**config.mk**
```make
export PLATFORM = sky130hd
export DESIGN_NAME = rfb_column_scheduler
export DESIGN_NICKNAME = d
export VERILOG_FILES = /design/src/rtl/rfb_pkg.sv /design/src/rtl/rfb_pixel_expand.sv /design/src/rtl/rfb_column_scheduler.sv
export SDC_FILE = /design/constraint.sdc
export NUM_CORES = 1
export LEC_CHECK = 0
export CAP_MARGIN = 20
export CORE_AREA = 2 2 510 512
export DETAILED_ROUTE_END_ITERATION = 8
export DIE_AREA = 0 0 512 514
export GPL_TIMING_DRIVEN = 0
export SLEW_MARGIN = 20
export SYNTH_ARGS = -nofsm -noshare
export SYNTH_HDL_FRONTEND = slang
export SYNTH_SLANG_ARGS = --single-unit
```
**constraint.sdc**
```tcl
create_clock -name clk_in -period 2.6 [get_ports clk_in]
set_input_delay 0.52 -clock clk_in [delete_from_list [all_inputs] [get_ports clk_in]]
set_output_delay 0.52 -clock clk_in [all_outputs]
set_load 0.01 [all_outputs]
```
**src/rtl/rfb_pkg.sv**
```systemverilog
// Shared sizing defaults, types and the component-width helper for the RFB column scheduler.
package rfb_pkg;

  localparam int DEF_NUM_CHANNELS = 2;
  localparam int DEF_SCAN_RATE    = 32;
  localparam int DEF_NUM_ROWS     = 64;
  localparam int DEF_DATA_SIZE    = 1;
  localparam int DEF_RGB_RES      = 9;

  typedef logic [$clog2(DEF_SCAN_RATE)-1:0] col_num_t;
  typedef logic [DEF_RGB_RES-1:0]           pixel_t;
  typedef pixel_t [DEF_NUM_ROWS-1:0]        column_t;

  typedef enum logic [1:0] {
    IDLE      = 2'd0,
    EMIT      = 2'd1,
    WAIT_LAST = 2'd2
  } state_t;

  // Mono pixels carry one bit for all components; colour pixels carry DATA_SIZE/3 per component.
  function automatic int comp_bits(input int data_size);
    return (data_size == 1) ? 1 : data_size / 3;
  endfunction

endpackage

```
**src/rtl/rfb_pixel_expand.sv**
```systemverilog
// Combinational widening of one stored pixel (DATA_SIZE bits) to a display pixel (RGB_RES bits).
module rfb_pixel_expand
  import rfb_pkg::*;
#(
  parameter int DATA_SIZE = DEF_DATA_SIZE,
  parameter int RGB_RES   = DEF_RGB_RES
) (
  input  logic [DATA_SIZE-1:0] pixel_raw,
  output logic [RGB_RES-1:0]   pixel_rgb
);

  if (DATA_SIZE == 1) begin : g_mono
    assign pixel_rgb = {RGB_RES{pixel_raw[0]}};
  end else begin : g_rgb
    localparam int IN_W  = comp_bits(DATA_SIZE);
    localparam int OUT_W = RGB_RES / 3;
    // MSB-first repetition of each component, cut off at the LSB end
    for (genvar c = 0; c < 3; c++) begin : g_comp
      for (genvar j = 0; j < OUT_W; j++) begin : g_bit
        assign pixel_rgb[c*OUT_W + OUT_W - 1 - j] = pixel_raw[c*IN_W + IN_W - 1 - (j % IN_W)];
      end
    end
  end

endmodule

```
**src/rtl/rfb_column_scheduler.sv**
```systemverilog
// Snapshots one RFB column per channel and presents the channels one at a time to the HUB75 driver.
// Build option RFB_RADIUS_SWAP_EN: channel k is displayed at the radius of channel NUM_CHANNELS-1-k.
module rfb_column_scheduler
  import rfb_pkg::*;
#(
  parameter int NUM_CHANNELS = DEF_NUM_CHANNELS,
  parameter int SCAN_RATE    = DEF_SCAN_RATE,
  parameter int NUM_ROWS     = DEF_NUM_ROWS,
  parameter int DATA_SIZE    = DEF_DATA_SIZE,
  parameter int RGB_RES      = DEF_RGB_RES,
  localparam int COL_W  = $clog2(SCAN_RATE),
  localparam int CHAN_W = (NUM_CHANNELS > 1) ? $clog2(NUM_CHANNELS) : 1
) (
  input  logic                                    clk_in,
  input  logic                                    rst_n_in,
  input  logic                                    in_valid,
  output logic                                    in_ready,
  input  logic [NUM_CHANNELS*COL_W-1:0]           radii_in,
  input  logic [NUM_CHANNELS*NUM_ROWS*DATA_SIZE-1:0] rfb_cols_in,
  input  logic                                    hub75_last,
  output logic                                    out_valid,
  input  logic                                    out_ready,
  output logic [NUM_CHANNELS*NUM_ROWS*RGB_RES-1:0] columns,
  output logic [COL_W-1:0]                        col_num,
  output logic [CHAN_W-1:0]                       out_chan
);

  // state     | meaning
  // IDLE      | in_ready high, waiting for a snapshot
  // EMIT      | presenting channel chan until out_ready
  // WAIT_LAST | all channels sent, waiting for end-of-row (live or latched)

  localparam int SEG    = NUM_ROWS * RGB_RES;
  localparam int COLS_W = NUM_CHANNELS * SEG;
  localparam logic [CHAN_W-1:0] LAST_CHAN = CHAN_W'(NUM_CHANNELS - 1);

`ifdef RFB_RADIUS_SWAP_EN
  localparam bit RADIUS_SWAP = 1'b1;
`else
  localparam bit RADIUS_SWAP = 1'b0;
`endif

  function automatic int rad_src(input int k);
    return RADIUS_SWAP ? (NUM_CHANNELS - 1 - k) : k;
  endfunction

  state_t                        state;
  logic [CHAN_W-1:0]             chan;
  logic [CHAN_W-1:0]             next_chan;
  logic                          last_seen;
  logic [COLS_W-1:0]             expanded;
  logic [COLS_W-1:0]             snap;
  logic [COLS_W-1:0]             first_cols;
  logic [COLS_W-1:0]             emit_cols;
  logic [NUM_CHANNELS*COL_W-1:0] radii_q;
  logic [COL_W-1:0]              first_radius;
  logic [COL_W-1:0]              emit_radius;

  for (genvar k = 0; k < NUM_CHANNELS; k++) begin : g_chan
    for (genvar r = 0; r < NUM_ROWS; r++) begin : g_row
      rfb_pixel_expand #(
        .DATA_SIZE(DATA_SIZE),
        .RGB_RES  (RGB_RES)
      ) u_expand (
        .pixel_raw(rfb_cols_in[(k*NUM_ROWS + r)*DATA_SIZE +: DATA_SIZE]),
        .pixel_rgb(expanded[(k*NUM_ROWS + r)*RGB_RES +: RGB_RES])
      );
    end
  end

  // First beat comes straight from the inputs; later beats from the snapshot.
  always_comb begin
    next_chan    = chan + CHAN_W'(1);
    first_cols   = '0;
    first_cols[SEG-1:0] = expanded[SEG-1:0];
    first_radius = radii_in[rad_src(0)*COL_W +: COL_W];
    emit_cols    = '0;
    emit_radius  = '0;
    for (int k = 0; k < NUM_CHANNELS; k++) begin
      if (k == int'(next_chan)) begin
        emit_cols[k*SEG +: SEG] = snap[k*SEG +: SEG];
        emit_radius = radii_q[rad_src(k)*COL_W +: COL_W];
      end
    end
  end

  always_ff @(posedge clk_in or negedge rst_n_in) begin
    if (!rst_n_in) begin
      state     <= IDLE;
      chan      <= '0;
      last_seen <= 1'b0;
      snap      <= '0;
      radii_q   <= '0;
      in_ready  <= 1'b0;
      out_valid <= 1'b0;
      columns   <= '0;
      col_num   <= '0;
      out_chan  <= '0;
    end else begin
      case (state)
        IDLE: begin
          if (in_valid && in_ready) begin
            state     <= EMIT;
            chan      <= '0;
            snap      <= expanded;
            radii_q   <= radii_in;
            in_ready  <= 1'b0;
            out_valid <= 1'b1;
            columns   <= first_cols;
            col_num   <= first_radius;
            out_chan  <= '0;
          end else begin
            in_ready  <= 1'b1;
          end
        end
        EMIT: begin
          if (hub75_last) last_seen <= 1'b1;
          if (out_ready) begin
            if (chan == LAST_CHAN) begin
              state     <= WAIT_LAST;
              out_valid <= 1'b0;
              columns   <= '0;
            end else begin
              chan      <= next_chan;
              columns   <= emit_cols;
              col_num   <= emit_radius;
              out_chan  <= next_chan;
            end
          end
        end
        WAIT_LAST: begin
          if (last_seen || hub75_last) begin
            state     <= IDLE;
            last_seen <= 1'b0;
            in_ready  <= 1'b1;
          end
        end
        default: state <= IDLE;
      endcase
    end
  end

endmodule

```
Word-level counts from Yosys, hierarchy flattened
Cells that the tools add are included.
{ "totals": {"regBits": 2318, "inputBits": 143, "out_inout_bits": 1160} }
{ "op_classes": {"add_sub_neg": 1, "eq_ne": 8, "mux": 33, "n_reduce_logical": 13} }
{ "op_table": {"columns": ["operator", "n"], "rows": [
  ["$mux W1152", 3],
  ["$pmux W1152 S2", 1],
  ["$mux W576", 2],
  ["$mux W5", 4],
  ["$mux W1", 12],
  ["$ne A2 B2 Y1 const B", 6],
  ["$reduce_and A4 Y1", 3],
  ["$pmux W1 S2", 5],
  ["$pmux W5 S2", 1],
  ["$mux W2", 4],
  ["$pmux W2 S3", 1],
  ["$reduce_and A3 Y1", 2],
  ["$reduce_bool A2 Y1", 3],
  ["$reduce_and A2 Y1", 2],
  ["$eq A2 B1 Y1 const B", 1],
  ["$eq A2 B2 Y1 const B", 1],
  ["$logic_not A2 Y1", 1],
  ["$add A1 B1 Y1 const B", 1],
  ["$logic_and A1 B1 Y1", 1],
  ["$logic_or A1 B1 Y1", 1]
]} }

Depth between registers and ports, before layout
{ "depth": {"word_depth": 5, "ltp_mapped": 6, "depth_no_buf": 3} }

Modules after synthesis
Synthesis repeated with hierarchy kept, for this count alone.
{ "hier_totals": {"hier_cells": 8551, "hier_area_um2": 79328.6} }
{ "modules_own_cells": {"columns": ["mod", "n_inst", "cells_per_inst", "area_each_um2"], "rows": [
  ["rfb_column_scheduler", 1, 7399, 70680.3],
  ["rfb_pixel_expand", 128, 9, 67.6]
]} }

Worst setup path after synthesis
Ideal clock, no wire load.
{ "synth_timing": {"kind": "reg-to-reg", "startpoint": "register state[0]", "endpoint": "register col_num[0]", "setup_time_ns": 0.125, "t_arrival_ns": 1.279, "required_time_ns": 2.475, "setup_slack_ns": 1.196, "stages_incl_launch_ff": 6, "path_cell_list": "dfrtp_1 -> buf_6 -> nor2b_4 -> buf_6 -> mux2_2 -> mux2_4"} }
{ "synth_between": {"elab_chain_cells": 3, "word_cells_on_any_way": 8, "classes_between": "4 x eq/ne; 1 x mux; 3 x reduce/logical"} }
{ "synth_rtl": {"columns": ["element", "line_no", "text"], "rows": [
  ["start: declaration", "rfb_column_scheduler.sv:47", "state_t state;"],
  ["start signal: assignment", "rfb_column_scheduler.sv:89", "state <= IDLE;"],
  ["start signal: assignment", "rfb_column_scheduler.sv:103", "state <= EMIT;"],
  ["start signal: assignment", "rfb_column_scheduler.sv:120", "state <= WAIT_LAST;"],
  ["$eq A2 B1 Y1 or $logic_not A2 Y1 (tied branches)", "rfb_column_scheduler.sv:100", "case (state)"],
  ["$ne A2 B2 Y1 (no source line) or $reduce_bool A2 Y1 (tied branches)", null, null],
  ["$reduce_and A4 Y1 (no source line)", null, null],
  ["end signal: assignment", "rfb_column_scheduler.sv:110", "col_num <= first_radius;"],
  ["end signal: assignment", "rfb_column_scheduler.sv:126", "col_num <= emit_radius;"],
  ["end: declaration", "rfb_column_scheduler.sv:24", "output logic [COL_W-1:0] col_num,"]
]} }
Several ways; a longest one is shown, not always the timed one.
A chain may end at the register's enable or synchronous reset.

==> results.json <==
{
  "status": "completed",
  "dieArea_sq_mm": 0.2632,
  "syn_area_sq_mm": 0.01660,
  "die_y_um": 514,
  "final_antenna_net_count": 0,
  "grt_overflow": 0,
  "initial_core_util_pct": 6.432,
  "yosysSeqAreaShare_pct": 32.26,
  "criticalPathCategory": "flip-flop to primary output",
  "cp_data_required_time_ns": 2.08,
  "cts_root_buffer": "clkbuf_16",
  "crit_path_start_kind": "flip-flop",
  "dpl.hpwl_mm": 91.10,
  "worst_slew_pin_slew_ns": 0.6939,
  "power.total_mw": 50.36,
  "synth.distinct_cells": 25,
  "io_pins": 1303,
  "rows": 187,
  "reg2reg_slack_ns": 0.31,
  "synth_ff_type": "dfrtp_1",
  "layout-drive-gt1-share_pct": 38.41,
  "vdd_drop_max_uv": 571.7,
  "finalCritPeriodShare_pct": 96.01,
  "portBuffers": 1302,
  "yosys_warnings": 0,
  "synth_top_cell_by_area": "buf_4",
  "synth_top_area_share_pct": 46.76,
  "vias": 15830,
  "max-clock-path-buffers": 3,
  "antenna_found_initial": 58,
  "setup_violations": 0,
  "hp-class": "input port to flip-flop",
  "hold_viol": 0,
  "syn-mean-instance-area_sq_um": 8.526,
  "synth_commonest_cells": "1034 x buf_4, 356 x nand2_1, 214 x dfrtp_1",
  "slew_viol_final": 0,
  "synth_seq_cells": 214,
  "drt-initial-drc-count": 507,
  "grt_pass1_vias": 15210,
  "wl_per_cell_um": 16.26,
  "grt_max_degree": 76,
  "synthArstFlopShare_pct": 100.0,
  "cts_made_buffers": 31,
  "drc": 0,
  "routed_wl_mm": 109.9,
  "rsz0062_at_grt": "false",
  "worstPathMaxFanout": 10,
  "firstDrtPassIters": 5,
  "worstPathArrival_ns": 1.98,
  "htreeDepth": 1,
  "cts.sinks": 214,
  "timing.fmax_mhz": 400.6,
  "reg2reg_to": "snap[1007]",
  "core_sq_mm": 0.2581,
  "power_density_mw_per_mm2": 1414,
  "synth.net_count": 2090,
  "hold_ws_ns": 0.3724,
  "gp_congestion": 0.7080,
  "p_leak_nw": 15.21,
  "cts.clk_slew.worst_paths_ns": 0.07,
  "min_period_ns": 2.496,
  "die_x_um": 512,
  "cts_tree": "done",
  "slowest_stage": "dfrtp_2",
  "clock_latency_ns": 0.67,
  "syn_to_final_growth_pct": 114.5,
  "worst_r2r_path_depth": 6,
  "synth_edf_count": 0,
  "grt_pass1_wl_mm": 139.6,
  "clock_skew_ns": 0.03032,
  "endpoint": "columns[958]",
  "nets": 3453,
  "maxCapViolCount": 0,
  "startpoint": "columns[962]",
  "vias_per_cell": 2.344,
  "max_stage_delay_ns": 0.61,
  "syn_inst": 1947,
  "synth_area_leaders": "buf_4 47%, dfrtp_1 32%, nand2_1 8.1%",
  "reg2reg_from": "state[0]",
  "cp-end-kind": "primary output",
  "yosysMostFrequentCell": "buf_4",
  "path_cells": "buf_4 > clkdlybuf4s50_1",
  "grtUsageTotal_pct": 7.893,
  "maxSlewHeadroom_pct": 53.74
}
-- state kept, by name (all words and copies together), names as in the netlist --
| register | cells |
|---|---|
| chan | 1 |
| col_num | 5 |
| columns | 128 |
| in_ready | 1 |
| last_seen | 1 |
| out_chan | 1 |
| out_valid | 1 |
| radii_q | 10 |
| snap | 64 |
| state | 2 |
-- metal layers --
| layer | track usage (%) | up-vias | part of all wire, % |
|---|---|---|---|
| met5 | 0 | - | 0.24 |
| met4 | 1.786 | 44 | 1.6 |
| met3 | 2.912 | 126 | 9.2 |
| met2 | 14.06 | 963 | 50 |
| met1 | 8.868 | 7081 | 39 |
| li1 | - | 7618 | - |
-- layout make-up --
type / instances / area, sq um
fill: 29510 / 222500
clock inverter: 21 / 186.4
sequential: 214 / 5554
multi-input combinational: 523 / 2673
buffer: 1080 / 8085
inverter: 130 / 488.0
timing repair buffer: 1330 / 13490
tap: 3402 / 4257
antenna: 18 / 45.04
clock buffer: 37 / 828.3
-- logic make-up (layout without fill, tap and decap cells) --
kind of cell,after synthesis,in the layout,synth area share (%)
buffers and inverters,1210,2598,51.64
other,0,18,0
multiplexers,79,79,4.990
AO/OA/AOI/OAI,76,76,2.405
AND/OR/NAND/NOR,368,368,8.706
flip-flops,214,214,32.26
-- how the worst min path moves through the flow --
| stage | start | to | slack [ns] | cells after the start |
|---|---|---|---|---|
| 2_1_floorplan | rst_n_in | chan | 0.22 | 0 |
| 3_3_place_gp | snap[890] | snap[890] | 0.46 | 2 |
| 3_5_place_dp | snap[656] | snap[656] | 0.46 | 2 |
| 4_1_cts | rfb_cols_in[94] | snap[854] | 0.28 | 3 |
| 5_1_grt | rfb_cols_in[94] | snap[854] | 0.31 | 3 |
| 6_report | rfb_cols_in[88] | snap[800] | 0.37 | 3 |
-- placed cells by master (no fill, tap or decap), types with 2 or more instances in the layout --
| cell type | Yosys | final |
|---|---|---|
| clkdlybuf4s50_1 | 0 | 1298 |
| buf_4 | 1034 | 1042 |
| nand2_1 | 356 | 356 |
| inv_1 | 130 | 130 |
| dfrtp_1 | 214 | 111 |
| dfrtp_2 | 0 | 75 |
| o21ai_0 | 69 | 69 |
| mux2i_1 | 64 | 64 |
| clkbuf_16 | 0 | 31 |
| buf_2 | 29 | 29 |
| dfrtp_4 | 0 | 28 |
| diode_2 | 0 | 18 |
| buf_6 | 15 | 17 |
| buf_12 | 0 | 14 |
| inv_6 | 0 | 9 |
| mux2_1 | 5 | 5 |
| mux2_4 | 5 | 5 |
| mux2_2 | 5 | 5 |
| clkbuf_1 | 2 | 4 |
| clkinv_4 | 0 | 4 |
| nor2_1 | 3 | 3 |
| a21oi_1 | 3 | 3 |
| clkbuf_8 | 0 | 3 |
| clkinv_2 | 0 | 3 |
| buf_16 | 0 | 3 |
| nand3b_1 | 2 | 2 |
| nor2b_1 | 2 | 2 |
| inv_8 | 0 | 2 |
| clkinvlp_4 | 0 | 2 |
| dlygate4sd2_1 | 0 | 2 |
-- worst max-delay path, delay by kind of cell, from the launching register on --
kind / cells / cell delay (ns)
buffers and inverters: 2 / 0.70
DFF: 1 / 0.61
-- where the power goes --
part	leakage, nW	internal [mW]	switching (mW)	total (mW)
clock network	0.498	2.34	2.13	4.47
registers	2.61	5.06	4.27	9.33
logic	12.1	23.4	13.2	36.6
total	15.2	30.8	19.6	50.4
-- repair_timing --
item                       4_1_cts  5_1_grt
buffers inserted                24        0
cloned                           0        0
setup endpoints to repair      824       26
hold endpoints to repair        64        0
gates resized for setup        122        8
hold buffers                     1        0
-- per-stage QoR --
step                setup WS (ns)  instance area [sq um]  setup TNS [ns]  util [%]  instances
finish                     0.1038                  35610               0     13.80       6755
detailed placement        -0.5400                  33980          -16.60     13.17       6654
global route             0.001694                  35580               0     13.79       6742
global placement           -10.74                  33890        -2291.20     13.13       6651
floorplan                   1.196                  16600               0         -       1947
CTS                    0.00001710                  35550               0     13.77       6737
No activity file was read; power rests on OpenSTA's default activity.
